<file path="src/rtl/hwacc_mr_tag_sched_pkg.sv">
// Shared MR-management definitions: request layout, MTT get head field offsets, scheduler states.
package hwacc_mr_tag_sched_pkg;

    localparam int MR_REQ_DATA_WIDTH = 96;
    localparam int MR_VADDR_W        = 64;
    localparam int MR_LEN_W          = 32;
    localparam int MR_LEN_LSB        = 64;
    localparam int PAGE_OFF_W        = 12;
    localparam int OFFSET_BUF_W      = MR_LEN_W + PAGE_OFF_W;
    localparam int SPAN_W            = MR_LEN_W + 1;

    localparam int HEAD_IDX_LSB      = 0;
    localparam int HEAD_IDX_W        = 64;
    localparam int HEAD_TAG_LSB      = 64;

    // count_total sits above the tag and a cnt_w-wide zero pad
    function automatic int head_cnt_lsb(input int tag_w, input int cnt_w);
        return HEAD_TAG_LSB + tag_w + cnt_w;
    endfunction

    typedef enum logic [1:0] {
        ST_IDLE      = 2'd0,
        ST_WR_OFFSET = 2'd1,
        ST_ISSUE     = 2'd2
    } mr_state_e;

endpackage

</file>
<file path="src/rtl/hwacc_mr_tag_prienc.sv">
// Lowest-index free tag selector over the free bitmap; purely combinational.
module hwacc_mr_tag_prienc #(
    parameter int N   = 32,
    parameter int LOG = 5
) (
    input  logic [N-1:0]   i_map,
    output logic [LOG-1:0] o_tag,
    output logic           o_any_free
);

    always_comb begin
        o_tag = '0;
        for (int i = N - 1; i >= 0; i--) begin
            if (i_map[i]) o_tag = LOG'(i);
        end
    end

    assign o_any_free = |i_map;

endmodule

</file>
<file path="src/rtl/hwacc_mr_tag_sched.sv">
// MR translation tag scheduler: allocates a tag per request, writes the page offset, issues MTT get.
// Optional double-free detection output enabled by defining HWACC_MR_TAG_CHECK_EN.
module hwacc_mr_tag_sched
    import hwacc_mr_tag_sched_pkg::*;
#(
    parameter int REQ_TAG_NUM     = 32,
    parameter int REQ_TAG_NUM_LOG = 5,
    parameter int PAGE_SIZE       = 4096,
    parameter int COUNT_MAX_LOG   = 2
) (
    input  logic                                          clk,
    input  logic                                          rst_n,
    input  logic                                          mr_req_valid,
    output logic                                          mr_req_ready,
    input  logic [MR_REQ_DATA_WIDTH-1:0]                  mr_req_data,
    output logic                                          mtt_get_req_valid,
    input  logic                                          mtt_get_req_ready,
    output logic [COUNT_MAX_LOG*2+REQ_TAG_NUM_LOG+63:0]   mtt_get_req_head,
    output logic                                          page_offset_buffer_wen,
    output logic [REQ_TAG_NUM_LOG-1:0]                    page_offset_buffer_addr,
    output logic [OFFSET_BUF_W-1:0]                       page_offset_buffer_din,
    input  logic                                          tag_free_valid,
    input  logic [REQ_TAG_NUM_LOG-1:0]                    tag_free_tag,
    output logic                                          req_err,
`ifdef HWACC_MR_TAG_CHECK_EN
    output logic                                          tag_dfree_err,
`endif
    output logic [REQ_TAG_NUM_LOG:0]                      tags_in_flight
);

    localparam int                   HEAD_W  = COUNT_MAX_LOG*2 + REQ_TAG_NUM_LOG + HEAD_IDX_W;
    localparam int                   CNT_LSB = head_cnt_lsb(REQ_TAG_NUM_LOG, COUNT_MAX_LOG);
    localparam logic [REQ_TAG_NUM_LOG:0] INF_ONE = 1;

    mr_state_e                  r_state, w_state_nxt;
    logic [REQ_TAG_NUM-1:0]     r_free_map, w_free_map_nxt;
    logic [REQ_TAG_NUM_LOG:0]   r_inflight;
    logic [REQ_TAG_NUM_LOG-1:0] r_tag, w_pe_tag;
    logic [MR_LEN_W-1:0]        r_len;
    logic [PAGE_OFF_W-1:0]      r_off;
    logic [HEAD_IDX_W-1:0]      r_idx;
    logic [COUNT_MAX_LOG-1:0]   r_cnt;
    logic                       r_err;
    logic                       w_any_free;

    logic [MR_LEN_W-1:0]        w_len;
    logic [MR_VADDR_W-1:0]      w_vaddr;
    logic [PAGE_OFF_W-1:0]      w_off;
    logic [HEAD_IDX_W-1:0]      w_idx;
    logic [SPAN_W-1:0]          w_span;
    logic                       w_two_pages, w_oversize;
    logic                       w_accept, w_alloc, w_free_ok;
    logic [HEAD_W-1:0]          w_head;

    hwacc_mr_tag_prienc #(
        .N   (REQ_TAG_NUM),
        .LOG (REQ_TAG_NUM_LOG)
    ) u_prienc (
        .i_map      (r_free_map),
        .o_tag      (w_pe_tag),
        .o_any_free (w_any_free)
    );

    assign w_len       = mr_req_data[MR_LEN_LSB +: MR_LEN_W];
    assign w_vaddr     = mr_req_data[0 +: MR_VADDR_W];
    assign w_off       = w_vaddr[PAGE_OFF_W-1:0];
    assign w_idx       = HEAD_IDX_W'(w_vaddr[MR_VADDR_W-1:PAGE_OFF_W]);
    assign w_span      = {1'b0, w_len} + SPAN_W'(w_off);
    assign w_two_pages = w_span > SPAN_W'(PAGE_SIZE);
    assign w_oversize  = {1'b0, w_len} > SPAN_W'(PAGE_SIZE);

    assign w_accept  = mr_req_valid & mr_req_ready;
    assign w_alloc   = w_accept & ~w_oversize;
    // Freeing a tag that is already free is a no-op on both bitmap and counter
    assign w_free_ok = tag_free_valid & ~r_free_map[tag_free_tag];

    always_comb begin
        w_free_map_nxt = r_free_map;
        if (w_alloc)   w_free_map_nxt[w_pe_tag]     = 1'b0;
        if (w_free_ok) w_free_map_nxt[tag_free_tag] = 1'b1;
    end

    always_comb begin
        w_state_nxt            = r_state;
        mr_req_ready           = 1'b0;
        page_offset_buffer_wen = 1'b0;
        mtt_get_req_valid      = 1'b0;
        case (r_state)
            ST_IDLE: begin
                mr_req_ready = w_any_free;
                if (w_alloc) w_state_nxt = ST_WR_OFFSET;
            end
            ST_WR_OFFSET: begin
                page_offset_buffer_wen = 1'b1;
                w_state_nxt            = ST_ISSUE;
            end
            ST_ISSUE: begin
                mtt_get_req_valid = 1'b1;
                if (mtt_get_req_ready) w_state_nxt = ST_IDLE;
            end
            default: w_state_nxt = ST_IDLE;
        endcase
    end

    always_ff @(posedge clk or negedge rst_n) begin
        if (!rst_n) begin
            r_state    <= ST_IDLE;
            r_free_map <= '1;
            r_inflight <= '0;
            r_tag      <= '0;
            r_len      <= '0;
            r_off      <= '0;
            r_idx      <= '0;
            r_cnt      <= '0;
            r_err      <= 1'b0;
        end else begin
            r_state    <= w_state_nxt;
            r_free_map <= w_free_map_nxt;
            r_err      <= w_accept & w_oversize;
            if (w_alloc && !w_free_ok)      r_inflight <= r_inflight + INF_ONE;
            else if (!w_alloc && w_free_ok) r_inflight <= r_inflight - INF_ONE;
            if (w_alloc) begin
                r_tag <= w_pe_tag;
                r_len <= w_len;
                r_off <= w_off;
                r_idx <= w_idx;
                r_cnt <= w_two_pages ? COUNT_MAX_LOG'(2) : COUNT_MAX_LOG'(1);
            end
        end
    end

`ifdef HWACC_MR_TAG_CHECK_EN
    logic r_dfree_err;

    always_ff @(posedge clk or negedge rst_n) begin
        if (!rst_n) r_dfree_err <= 1'b0;
        else        r_dfree_err <= tag_free_valid & r_free_map[tag_free_tag];
    end

    assign tag_dfree_err = r_dfree_err;
`endif

    always_comb begin
        w_head = '0;
        if (r_state == ST_ISSUE) begin
            w_head[HEAD_IDX_LSB +: HEAD_IDX_W]     = r_idx;
            w_head[HEAD_TAG_LSB +: REQ_TAG_NUM_LOG] = r_tag;
            w_head[CNT_LSB +: COUNT_MAX_LOG]        = r_cnt;
        end
    end

    assign mtt_get_req_head        = w_head;
    assign page_offset_buffer_addr = (r_state == ST_WR_OFFSET) ? r_tag : '0;
    assign page_offset_buffer_din  = (r_state == ST_WR_OFFSET) ? {r_len, r_off} : '0;
    assign req_err                 = r_err;
    assign tags_in_flight          = r_inflight;

endmodule

</file>
<file path="config.mk">
export PLATFORM = sky130hd
export DESIGN_NAME = hwacc_mr_tag_sched
export DESIGN_NICKNAME = d
export VERILOG_FILES = /design/src/rtl/hwacc_mr_tag_sched_pkg.sv /design/src/rtl/hwacc_mr_tag_prienc.sv /design/src/rtl/hwacc_mr_tag_sched.sv
export SDC_FILE = /design/constraint.sdc
export NUM_CORES = 1
export LEC_CHECK = 0
export ABC_AREA = 1
export BUFFER_PORTS_ARGS = -buffer_cell sky130_fd_sc_hd__buf_2
export CORE_ASPECT_RATIO = 0.5
export CORE_MARGIN = 8
export CORE_UTILIZATION = 51
export CTS_BUF_LIST = sky130_fd_sc_hd__clkbuf_2 sky130_fd_sc_hd__clkbuf_4 sky130_fd_sc_hd__clkbuf_8
export DETAILED_ROUTE_END_ITERATION = 7
export GPL_TIMING_DRIVEN = 0
export PLACE_DENSITY_LB_ADDON = 0.15
export SLEW_MARGIN = 20
export SYNTH_ARGS = -nofsm -noshare
export SYNTH_HDL_FRONTEND = slang
export SYNTH_HIERARCHICAL = 1
export SYNTH_SLANG_ARGS = --single-unit
</file>
<file path="constraint.sdc">
create_clock -name clk -period 3.8 [get_ports clk]
set_input_delay 0.57 -clock clk [delete_from_list [all_inputs] [get_ports clk]]
set_output_delay 0.57 -clock clk [all_outputs]
set_load 0.01 [all_outputs]
</file>
==> impl_metrics.env <==
export IMPL_p_leak_nw=6.31
export IMPL_crit_family="simple AND/OR/NAND/NOR gates"
export IMPL_die_w_um=205
export IMPL_worstPathMaxFanout=19
export IMPL_grt_max_degree=82
export IMPL_yosysSeqAreaShare=0.399
export IMPL_crit_cells=20
export IMPL_n_antenna_cell=0
export IMPL_grt_pass1_wl_um=44500
export IMPL_fill_cells=1639
export IMPL_place_area_sq_mm=0.0106
export IMPL_cap_violations=0
export IMPL_wl_per_cell_um=15.1
export IMPL_rows=34
export IMPL_track_usage=0.241
export IMPL_synth_seq_cells=144
export IMPL_start_util=0.524
export IMPL_drc_errors=0
export IMPL_max_slew_margin=0.460
export IMPL_final_max_slew_violation_count=0
export IMPL_grt_pass1_vias=9049
export IMPL_drive_gt1_frac=0.235
export IMPL_power_density_mw_per_mm2=358
export IMPL_cts_tree="done"
export IMPL_yosys_top_cells_area="dfrtp_1 (31%), nand2_1 (15%), inv_1 (10%), dfstp_2 (9.2%), nor2_1 (6.7%)"
export IMPL_fin_area_sq_mm=0.0111
export IMPL_regToRegStartpoint="r_free_map[27]$_DFF_PN1_"
export IMPL_synthCells=1333
export IMPL_numCtsBuffers=17
export IMPL_crit_slowest_cell="dfstp_2"
export IMPL_fin_util=0.637
export IMPL_r2r_setup_slack_ps=200
export IMPL_cp_buffers_inverters=4
export IMPL_gp_congestion=0.957
export IMPL_clk_path_buf_depth=2
export IMPL_root_buffer="clkbuf_8"
export IMPL_startpoint="r_free_map[27]$_DFF_PN1_"
export IMPL_grt_ovfl_total=0
export IMPL_ff_latch_area_sq_mm=0.00364
export IMPL_nets=1715
export IMPL_syn_avg_cell_area_sq_um=6.86
export IMPL_syn_area_sq_mm=0.00914
export IMPL_fin_crit_sh=0.947
export IMPL_routed_via_density=5.08
export IMPL_ys_types=49
export IMPL_status="complete, no violations"
export IMPL_route_vias_total=9338
export IMPL_hold_viol_final=0
export IMPL_fmax_mhz=278
export IMPL_hold_buffers=0
export IMPL_critPathCaptureType="flip-flop"
export IMPL_coreArea_sq_mm=0.0174
export IMPL_finalClockSkew_ps=18.0
export IMPL_ir_drop_uv=329
export IMPL_ant_nets=0
export IMPL_clkSinkCount=144
export IMPL_reg2reg_depth=20
export IMPL_synth_top_area_frac=0.307
export IMPL_rsz0062_at_grt="false"
export IMPL_critPathKind="reg -> reg"
export IMPL_synthToLayoutAreaGrowth_pct=21.5
export IMPL_crit_arrival_ps=3920
export IMPL_crit_chain="nor4_4, nand2_1, nor3_2, nand3_2, nor3b_4, and2_1, nand3_4, inv_6, buf_12, ha_1, inv_2, ha_4, a21oi_1, inv_1, a31oi_2, nor2_1, o21a_1, o21ai_0, nand3_1, xnor2_1"
export IMPL_multiInputGateArea_sq_mm=0.00425
export IMPL_dieHeight_um=111
export IMPL_grt_antenna_before_repair=0
export IMPL_synth_top_area_cell="dfrtp_1"
export IMPL_port_buffers=221
export IMPL_ios=238
export IMPL_total_power_mw=3.97
export IMPL_worstPathRequired_ps=4120
export IMPL_cpPeakStageDelay_ps=410
export IMPL_dr_pass1_iters=5
export IMPL_holdWs_ps=61.6
export IMPL_hp_class="in -> async"
export IMPL_worstMarginPinSlew_ps=803
export IMPL_cts_max_level=4
export IMPL_ys_warn_count=6
export IMPL_start_kind="flip-flop"
export IMPL_dp_hpwl_um=21500
export IMPL_setup_violations=0
export IMPL_r2r_end="tags_in_flight[5]$_DFFE_PN0P_"
export IMPL_period_needed_ps=3600
export IMPL_drt_total_wl_um=27700
export IMPL_dieArea_sq_mm=0.0227
export IMPL_critPathCapture="tags_in_flight[5]$_DFFE_PN0P_"
export IMPL_clk_pin_slew_ps=80
export IMPL_insertion_delay_ps=450
export IMPL_drt_iter0_drc=773
## worst register-to-register path, stage by stage, from the launching register on
cell,delay (ps)
dfstp_2,410
nor4_4,310
nand2_1,130
nor3_2,240
nand3_2,130
nor3b_4,180
and2_1,170
nand3_4,120
inv_6,40
buf_12,150
ha_1,240
inv_2,120
ha_4,220
a21oi_1,140
inv_1,60
a31oi_2,150
nor2_1,70
o21a_1,180
o21ai_0,160
nand3_1,120
xnor2_1,140
## where the power goes
| group | switching [mW] | leakage [nW] | internal [mW] |
|---|---|---|---|
| registers | 0.143 | 1.54 | 1.72 |
| clock network | 0.630 | 0.194 | 0.573 |
| logic | 0.541 | 4.57 | 0.368 |
## logic make-up (layout without fill, tap and decap cells)
kind of cell / after synthesis / after routing / synth area share
AOI/OAI and AO/OA: 180 / 180 / 0.107
xor gates and xnor gates: 7 / 7 / 0.00671
adders and majority gates: 19 / 19 / 0.0277
buffers and inverters: 317 / 574 / 0.149
DFF: 144 / 144 / 0.399
other: 1 / 14 / 0.000410
and+or+nand+nor: 665 / 665 / 0.311
## flip-flops by register name, summed over array words and instances, names as in the netlist
signal / cells
r_free_map: 32
r_state: 2
r_idx: 52
r_cnt: 2
req_err: 1
r_tag: 5
tags_in_flight: 6
r_off: 12
r_len: 32
## worst min path at each step
stage                                               end  slack [ps]
final                     tags_in_flight[3]$_DFFE_PN0P_          60
after global routing      tags_in_flight[3]$_DFFE_PN0P_          60
after CTS                 tags_in_flight[3]$_DFFE_PN0P_          50
after detailed placement          r_len[30]$_DFFE_PN0N_         450
after global placement            r_len[14]$_DFFE_PN0N_         450
after floorplan                    r_cnt[0]$_DFFE_PN0N_         270
## layout make-up
cell class / count / area share
Inverter: 264 / 0.0921
Multi-Input combinational cell: 885 / 0.382
Clock inverter: 11 / 0.00969
Buffer: 52 / 0.0309
Sequential cell: 144 / 0.328
Clock buffer: 21 / 0.0249
Timing Repair Buffer: 226 / 0.106
Tap cell: 234 / 0.0264
## stage by stage
| stage | setup TNS (ps) | setup slack (ps) | std cells |
|---|---|---|---|
| detailed placement | -463 | -463 | 1802 |
| finish | 0 | 200 | 1837 |
| floorplan | 0 | 189 | 1346 |
| global route | 0 | 26.9 | 1837 |
| global placement | -379 | -379 | 1801 |
| CTS | 0 | 53.9 | 1834 |
## per-layer routing
layer	up-vias	wire, um	global-route usage
li1	4573	-	-
met2	348	13500	0.413
met3	50	1820	0.0519
met5	-	0	0
met4	0	651	0.0754
met1	4367	11700	0.298
## synthesized netlist by cell type (all sizes together)
master  count
o21ai     136
nand4      17
or2         6
dfstp      32
nor4        6
a31oi       3
o21a        1
conb        1
o21bai      1
xnor2       3
nand3      63
clkbuf     21
nor2      175
nor3       15
and2        4
a311oi      1
xor2        4
bufinv      2
fa          2
a211oi      1
o31ai       2
a21o        1
nand3b      3
a21boi      4
a21oi      15
nand2     373
buf        32
inv       262
dfrtp     112
nor3b       3
a22oi      15
ha         17
## cell usage in the layout (no fill, tap or decap), types with 6 or more instances in the layout
master	count
nor2_2	6
dfrtp_1	112
nand2_1	364
dfstp_2	32
nand3_1	60
a21oi_1	14
buf_2	226
ha_1	16
conb_1	14
inv_1	250
inv_2	11
buf_4	19
o21ai_0	117
nor3_1	11
nand2_2	7
nand4_1	17
nor2_1	164
o21ai_1	19
buf_6	9
clkbuf_1	21
clkbuf_8	19
a22oi_1	15
## what timing repair did
action / CTS / global route
resized for setup: 9 / 6
pin swaps: 0 / 1
endpoints found under the setup margin: 2 / 1
gates cloned: 0 / 0
buffers inserted: 1 / 3
No activity file was read; power rests on OpenSTA's default activity.
